[src/rtl/io_port_unit.sv]
// Memory-mapped I/O responder: synchronised input port, output port, sticky rising-edge flags, prescaled timer.
// Optional interrupt output is built when the IO_IRQ_EN macro is defined.
module io_port_unit #(
  parameter int DATA_W   = 16,
  parameter int PRESCALE = 4
) (
  input  logic              clk,
  input  logic              rst_n,
  input  logic              iom_in,
  input  logic              wen_in,
  input  logic [DATA_W-1:0] addr_in,
  input  logic [DATA_W-1:0] data_in,
  output logic [DATA_W-1:0] data_out,
  input  logic [DATA_W-1:0] port_in,
`ifdef IO_IRQ_EN
  input  logic [DATA_W-1:0] irq_mask_in,
  output logic              irq_out,
`endif
  output logic [DATA_W-1:0] port_out
);

  localparam int PRESC_W = (PRESCALE > 1) ? $clog2(PRESCALE) : 1;
  localparam logic [PRESC_W-1:0] PRESC_LAST = PRESC_W'(PRESCALE - 1);
  localparam logic [PRESC_W-1:0] PRESC_ONE  = PRESC_W'(1);
  localparam logic [DATA_W-1:0]  DATA_ZERO  = {DATA_W{1'b0}};
  localparam logic [DATA_W-1:0]  DATA_ONE   = {{(DATA_W-1){1'b0}}, 1'b1};

  localparam logic [1:0] ADDR_IN    = 2'd0;
  localparam logic [1:0] ADDR_OUT   = 2'd1;
  localparam logic [1:0] ADDR_FLAGS = 2'd2;
  localparam logic [1:0] ADDR_TIMER = 2'd3;

  logic [DATA_W-1:0]  s1_r, s2_r, s3_r;
  logic [DATA_W-1:0]  out_r, flags_r, timer_r;
  logic [PRESC_W-1:0] presc_r;

  logic               wr_s;
  logic               tick_s;
  logic [DATA_W-1:0]  rise_s;
  logic [DATA_W-1:0]  out_nxt_s, flags_nxt_s, timer_nxt_s;
  logic [PRESC_W-1:0] presc_nxt_s;

  assign wr_s     = iom_in & ~wen_in;
  assign tick_s   = (presc_r == PRESC_LAST);
  assign rise_s   = s2_r & ~s3_r;
  assign port_out = out_r;

  // Next-state for the writable registers; a new rising edge always beats a clear on the same bit.
  always_comb begin
    out_nxt_s   = out_r;
    flags_nxt_s = flags_r | rise_s;
    timer_nxt_s = timer_r;
    presc_nxt_s = presc_r + PRESC_ONE;
    if (tick_s) begin
      presc_nxt_s = {PRESC_W{1'b0}};
      timer_nxt_s = timer_r + DATA_ONE;
    end else begin
      presc_nxt_s = presc_r + PRESC_ONE;
    end
    if (wr_s) begin
      case (addr_in[1:0])
        ADDR_OUT:   out_nxt_s = data_in;
        ADDR_FLAGS: flags_nxt_s = (flags_r & ~data_in) | rise_s;
        ADDR_TIMER: begin
          // A timer write drops any tick landing in the same cycle.
          timer_nxt_s = data_in;
          presc_nxt_s = {PRESC_W{1'b0}};
        end
        default:    out_nxt_s = out_r;
      endcase
    end else begin
      out_nxt_s = out_r;
    end
  end

  // Same-cycle read mux; quiet whenever no read cycle is in progress.
  always_comb begin
    data_out = DATA_ZERO;
    if (!rst_n || !iom_in || !wen_in) begin
      data_out = DATA_ZERO;
    end else begin
      case (addr_in[1:0])
        ADDR_IN:    data_out = s2_r;
        ADDR_OUT:   data_out = out_r;
        ADDR_FLAGS: data_out = flags_r;
        ADDR_TIMER: data_out = timer_r;
        default:    data_out = DATA_ZERO;
      endcase
    end
  end

  // Input synchroniser, edge-history flop and register state; reset discards any pending write.
  always_ff @(posedge clk) begin
    if (!rst_n) begin
      s1_r    <= DATA_ZERO;
      s2_r    <= DATA_ZERO;
      s3_r    <= DATA_ZERO;
      out_r   <= DATA_ZERO;
      flags_r <= DATA_ZERO;
      timer_r <= DATA_ZERO;
      presc_r <= {PRESC_W{1'b0}};
    end else begin
      s1_r    <= port_in;
      s2_r    <= s1_r;
      s3_r    <= s2_r;
      out_r   <= out_nxt_s;
      flags_r <= flags_nxt_s;
      timer_r <= timer_nxt_s;
      presc_r <= presc_nxt_s;
    end
  end

`ifdef IO_IRQ_EN
  // Interrupt request follows the masked flags one cycle later.
  always_ff @(posedge clk) begin
    if (!rst_n) begin
      irq_out <= 1'b0;
    end else begin
      irq_out <= |(flags_r & irq_mask_in);
    end
  end
`endif

endmodule

[config.mk]
export PLATFORM = sky130hd
export DESIGN_NAME = io_port_unit
export DESIGN_NICKNAME = d
export VERILOG_FILES = /design/src/rtl/io_port_unit.sv
export SDC_FILE = /design/constraint.sdc
export NUM_CORES = 1
export LEC_CHECK = 0
export ABC_AREA = 0
export CAP_MARGIN = 20
export CORE_UTILIZATION = 30
export DETAILED_ROUTE_END_ITERATION = 8
export GPL_ROUTABILITY_DRIVEN = 0
export MAX_ROUTING_LAYER = met4
export PLACE_DENSITY = 0.57
export SYNTH_ARGS = -nofsm -noshare
export SYNTH_HDL_FRONTEND = slang
export SYNTH_SLANG_ARGS = --single-unit
export TNS_END_PERCENT = 30
[constraint.sdc]
create_clock -name clk -period 2.6 [get_ports clk]
set_clock_uncertainty 0.05 [all_clocks]
set_input_delay 0.39 -clock clk [delete_from_list [all_inputs] [get_ports clk]]
set_output_delay 0.39 -clock clk [all_outputs]
set_load 0.05 [all_outputs]
==> run_results.csv, run 1 <==
group,metric,value,unit
sta,slew_viol_final,0,
sta,setup_viol_count_final,0,
yosys,synth_top_family_by_area,"simple AND/OR/NAND/NOR gates",
yosys,synth_mux_area_share,9.31,%
yosys,synthDominantCellAreaShare,48.8,%
setup_path,crit_path_top_delay_cell,"mux4_1",
power_and_ir_drop,vdd_drop_max,0.256,mV
route,drt_iter0_drc,151,
sta,fmax,0.409,GHz
yosys,syn_area,4020,um^2
final_layout,diodes,0,
yosys,synth_area_leaders,"dfxtp_1 (49%), mux4_2 (8.4%), and2_1 (7.5%)",
setup_path,required,2160,ps
die,die_x,118,um
clocking,postCtsResizedCells,0,
die,core,12800,um^2
clocking,path_clk_slew,60,ps
clocking,cts_setup_buffers,0,
global_routing,antenna_found_initial,0,
route,routed-via-count,2879,
yosys,ys_warn_count,0,
sta,rsz0062_at_grt,"false",
sta,tightest_slew,788,ps
yosys,synth_cell_types,40,
route,viasPerCell,4.46,
sta,slew_headroom,47.5,%
setup_path,cpPeakStageDelay,550,ps
sta,setup_tns,0,ps
route,finalWirelength,8970,um
clocking,clock_path_buffers,2,
yosys,synth_xor_area_share,3.05,%
final_layout,layout-drive-gt1-share,12.9,%
final_layout,stdcell_count,645,
power_and_ir_drop,p_total,3.17,mW
place,place_inst,631,
sta,finalCriticalPeriod,2440,ps
yosys,synth_compound_area_share,9.19,%
setup_path,worst-path-buf-inv,3,
clocking,clk_latency,340,ps
yosys,synthAdderAreaFrac,0.623,%
yosys,synthSimpleGateAreaFrac,25.4,%
setup_path,setup.worst_path.class,"input port to output port",
global_routing,grt_max_degree,99,
global_routing,grt_pass1_vias,2789,
route,wl_per_cell,13.9,um
setup_path,path_cells,"clkdlybuf4s50_1, buf_12, mux4_1, nor2b_1, buf_4",
place,dp_hpwl,5970,um
setup_path,arrival,2000,ps
sta,finalCritPeriodShare,94.0,%
die,rows,41,
die,pin_count,84,
die,die_h,118,um
yosys,async_reset_ff_share,0,%
place,io_buffers,69,
yosys,ys_seq_elements,98,
power_and_ir_drop,power_density,615,nW/um^2
yosys,synth_ff_type,"dfxtp_1",
job,drv_cap,0,
route,final_antenna_net_count,0,
final_layout,fin_nets,524,
route,drc,0,
clocking,numCtsBuffers,9,
die,start_util,31.3,%
worst_hold_path,hold_path.class,"flop to flop",
yosys,synth_edf_count,0,
clocking,cts_tree,"done",
setup_path,crit_fanout,20,
route,first_pass_iters,4,
yosys,synth_area_per_cell,9.92,um^2
yosys,syn_nets,459,
global_routing,grt_pass1_wl,14600,um
setup_path,end_kind,"output port",
sta,hold_viol,0,
clocking,clock_sinks,98,
final_layout,layout_common_cells,"dfxtp_1 (98), nand2_1 (58), clkdlybuf4s50_1 (52)",
power_and_ir_drop,p_leak,1.91,nW
setup_path,crit_family,"buffers and inverters",
yosys,syn_inst,405,
clocking,root_buffer,"clkbuf_16",
clocking,holdBufCountCts,0,
clocking,cts.htree.levels,3,
final_layout,final_common_cell,"dfxtp_1",
yosys,synth.largest_area_cell,"dfxtp_1",
final_layout,syn2layout_area_growth,28.1,%
run_status,status,"completed",
die,die_area,13900,um^2
yosys,ys_seq_area_share,48.8,%
setup_path,start_kind,"input port",
global_routing,overflow,0,
global_routing,grt.total_usage,14.1,%
[sequential cells by signal, indices dropped and copies added (netlist names)]
name and count:
flags_r 16, port_out 16, s1_r 16, s2_r 16, s3_r 16, timer_r 16
presc_r 2
[cell usage after synthesis (2+ instances only)]
cell type,instances
nor4_1,4
mux4_2,15
nor4bb_1,2
ha_1,2
nor3_1,3
o21ai_0,11
and3_1,2
clkbuf_2,2
a21boi_1,3
clkbuf_1,16
xnor2_1,10
xor2_1,4
buf_6,2
buf_2,3
and2_1,48
buf_4,3
nand4_1,4
nand2_1,58
nor2b_1,48
a21boi_0,13
nand3_1,5
o211a_1,5
a21oi_1,26
inv_1,3
dfxtp_1,98
[report_power, final]
part | internal, mW | leakage, nW | total (mW) | switching, mW
logic | 0.157 | 0.975 | 0.290 | 0.133
registers | 1.56 | 0.802 | 1.60 | 0.0362
clock network | 0.734 | 0.131 | 1.28 | 0.542
total | 2.45 | 1.91 | 3.17 | 0.711
[path summary, 6_finish.rpt]
| path | from | to | slack, ps | cells past startpoint |
|---|---|---|---|---|
| hold reg to reg | presc_r[0]$_SDFF_PN0_ | presc_r[0]$_SDFF_PN0_ | 380 | 1 |
| setup reg to reg | presc_r[0]$_SDFF_PN0_ | timer_r[15]$_SDFF_PN0_ | 830 | 5 |
| setup / recovery | addr_in[1] | data_out[4] | 160 | 5 |
| hold / removal | presc_r[0]$_SDFF_PN0_ | presc_r[0]$_SDFF_PN0_ | 380 | 1 |
[through the flow]
stage / hold slack, ps / worst slack, ps / area, um^2 / util (%)
6_report: 380 / 156 / 5150 / 40.1
3_3_place_gp: 360 / 135 / 4870 / 38.0
4_1_cts: 382 / 129 / 5150 / 40.1
3_5_place_dp: 367 / 132 / 4870 / 38.0
2_1_floorplan: 352 / 287 / 4020 / -
5_1_grt: 400 / 64.5 / 5150 / 40.1
[kinds of logic (layout without fill, tap and decap cells)]
group / Yosys count / count (layout)
flops: 98 / 98
mux: 17 / 17
simple gates: 184 / 184
fa+ha+maj: 2 / 2
compound gates: 60 / 60
xor+xnor: 14 / 14
buf+inv: 30 / 98
[layout make-up]
class / count / area (um^2)
multi-input cells: 277 / 1920
well taps: 172 / 215
clock buffers: 11 / 233
clock inverters: 3 / 42.5
flip-flops and latches: 98 / 1960
fillers: 1316 / 7680
repair buffers: 81 / 761
inverters: 3 / 11.3
[layer usage]
| metal | GRT usage [%] | routed length [um] | vias to the layer above |
|---|---|---|---|
| met2 | 21.4 | 4200 | 47 |
| met4 | 6.25 | 163 | 0 |
| met5 | - | 0 | - |
| met3 | 3.00 | 239 | 12 |
| li1 | - | - | 1489 |
| met1 | 17.9 | 4360 | 1331 |
Power figures use the tool's default switching activity.
==> run 2: changes to the inputs <==
clock period = 2.84 ns   (was 2.6 ns; I/O delays follow)
==> run 2 against run 1 <==
  * Via count grew 2.7%
  * Global-route usage grew 0.21 points
  * Sequential share of layout area shrank 0.47 points
  * Largest power group unchanged
  * Non-clock buffer count is the same
  * Critical path type unchanged
  * Sequential power shrank 9%
  * Clock power grew 5%
==> run_results.csv, run 2 (synthesis results as in run 1) <==
group,metric,value,unit
run_status,status,"completed",
clocking,clk_latency,340,ps
clocking,cts_setup_buffers,0,
clocking,numCtsBuffers,9,
sta,layout_setup_ws,320,ps
sta,setup_tns,0,ps
global_routing,antenna_found_initial,0,
clocking,postCtsResizedCells,0,
global_routing,grt_pass1_vias,2931,
route,drt_iter0_drc,163,
route,finalWirelength,9120,um
final_layout,layout-drive-gt1-share,13.7,%
sta,tightest_slew,794,ps
power_and_ir_drop,vdd_drop_max,0.337,mV
route,final_antenna_net_count,0,
route,routed-via-count,2956,
global_routing,grt_pass1_wl,14900,um
route,first_pass_iters,6,
die,die_h,118,um
place,pre_cts_ws,305,ps
final_layout,syn2layout_area_growth,29.7,%
route,viasPerCell,4.57,
die,start_util,31.3,%
die,die_area,13900,um^2
sta,fmax,0.397,GHz
route,wl_per_cell,14.1,um
sta,setup_viol_count_final,0,
power_and_ir_drop,power_density,591,nW/um^2
setup_path,start_kind,"input port",
die,die_x,118,um
clocking,cts.htree.levels,3,
final_layout,layout_common_cells,"dfxtp_1 (98), nand2_1 (58), clkdlybuf4s50_1 (52)",
final_layout,final_cell_area,5210,um^2
sta,whs,382,ps
clocking,holdBufCountCts,0,
power_and_ir_drop,p_leak,1.94,nW
die,rows,41,
sta,finalCritPeriodShare,88.7,%
sta,rsz0062_at_grt,"false",
setup_path,required,2360,ps
clocking,path_clk_slew,60,ps
place,dpl_cell_area,4870,um^2
power_and_ir_drop,p_total,3.08,mW
setup_path,crit_fanout,20,
sta,finalCriticalPeriod,2520,ps
die,core,12800,um^2
global_routing,overflow,0,
setup_path,arrival,2040,ps
sta,slew_headroom,47.0,%
die,pin_count,84,
setup_path,end_kind,"output port",
route,drc,0,
setup_path,setup.worst_path.class,"input port to output port",
place,io_buffers,69,
sta,hold_viol,0,
global_routing,grt_max_degree,99,
clocking,cts_tree,"done",
clocking,root_buffer,"clkbuf_16",
worst_hold_path,hold_path.class,"flop to flop",
final_layout,final_common_cell,"dfxtp_1",
sta,slew_viol_final,0,
place,dp_hpwl,6070,um
final_layout,fin_nets,524,
job,drv_cap,0,
clocking,clock_path_buffers,2,
global_routing,grt.total_usage,14.3,%
clocking,clock_sinks,98,
final_layout,diodes,0,
## run 2: per-layer routing
layer / track usage, % / vias to the layer above / routed length, um
met5: - / - / 0
met1: 17.4 / 1395 / 4300
met3: 3.78 / 9 / 402
li1: - / 1492 / -
met2: 22.6 / 60 / 4270
met4: 5.29 / 0 / 140
## run 2: worst paths after layout
kind	startpoint	end	slack, ps	cells past startpoint
setup / recovery	addr_in[1]	data_out[4]	320	5
hold / removal	presc_r[0]$_SDFF_PN0_	presc_r[0]$_SDFF_PN0_	380	1
setup reg to reg	presc_r[0]$_SDFF_PN0_	timer_r[15]$_SDFF_PN0_	1060	5
hold reg to reg	presc_r[0]$_SDFF_PN0_	presc_r[0]$_SDFF_PN0_	380	1
## run 2: power by group
part / internal (mW) / total (mW) / leakage (nW) / switching (mW)
Sequential: 1.43 / 1.46 / 0.802 / 0.0339
Combinational: 0.143 / 0.267 / 0.975 / 0.124
Clock: 0.824 / 1.35 / 0.166 / 0.522
## run 2: critical path: stages
cell	delay, ps
clkdlybuf4s50_1	500
buf_12	210
mux4_1	550
nor2b_1	150
buf_4	190
## run 2: layout make-up
cell class / count / area [um^2]
clock inverter: 5 / 86.3
tap: 172 / 215
multi-input combinational: 277 / 1920
fill: 1279 / 7610
clock buffer: 11 / 253
inverter: 3 / 11.3
timing repair buffer: 81 / 761
sequential: 98 / 1960
## run 2: per-stage QoR
stage / cells / util [%]
finish: 647 / 40.6
global route: 647 / 40.6
CTS: 647 / 40.6
detailed placement: 631 / 38.0
global placement: 631 / 38.0
floorplan: 405 / -
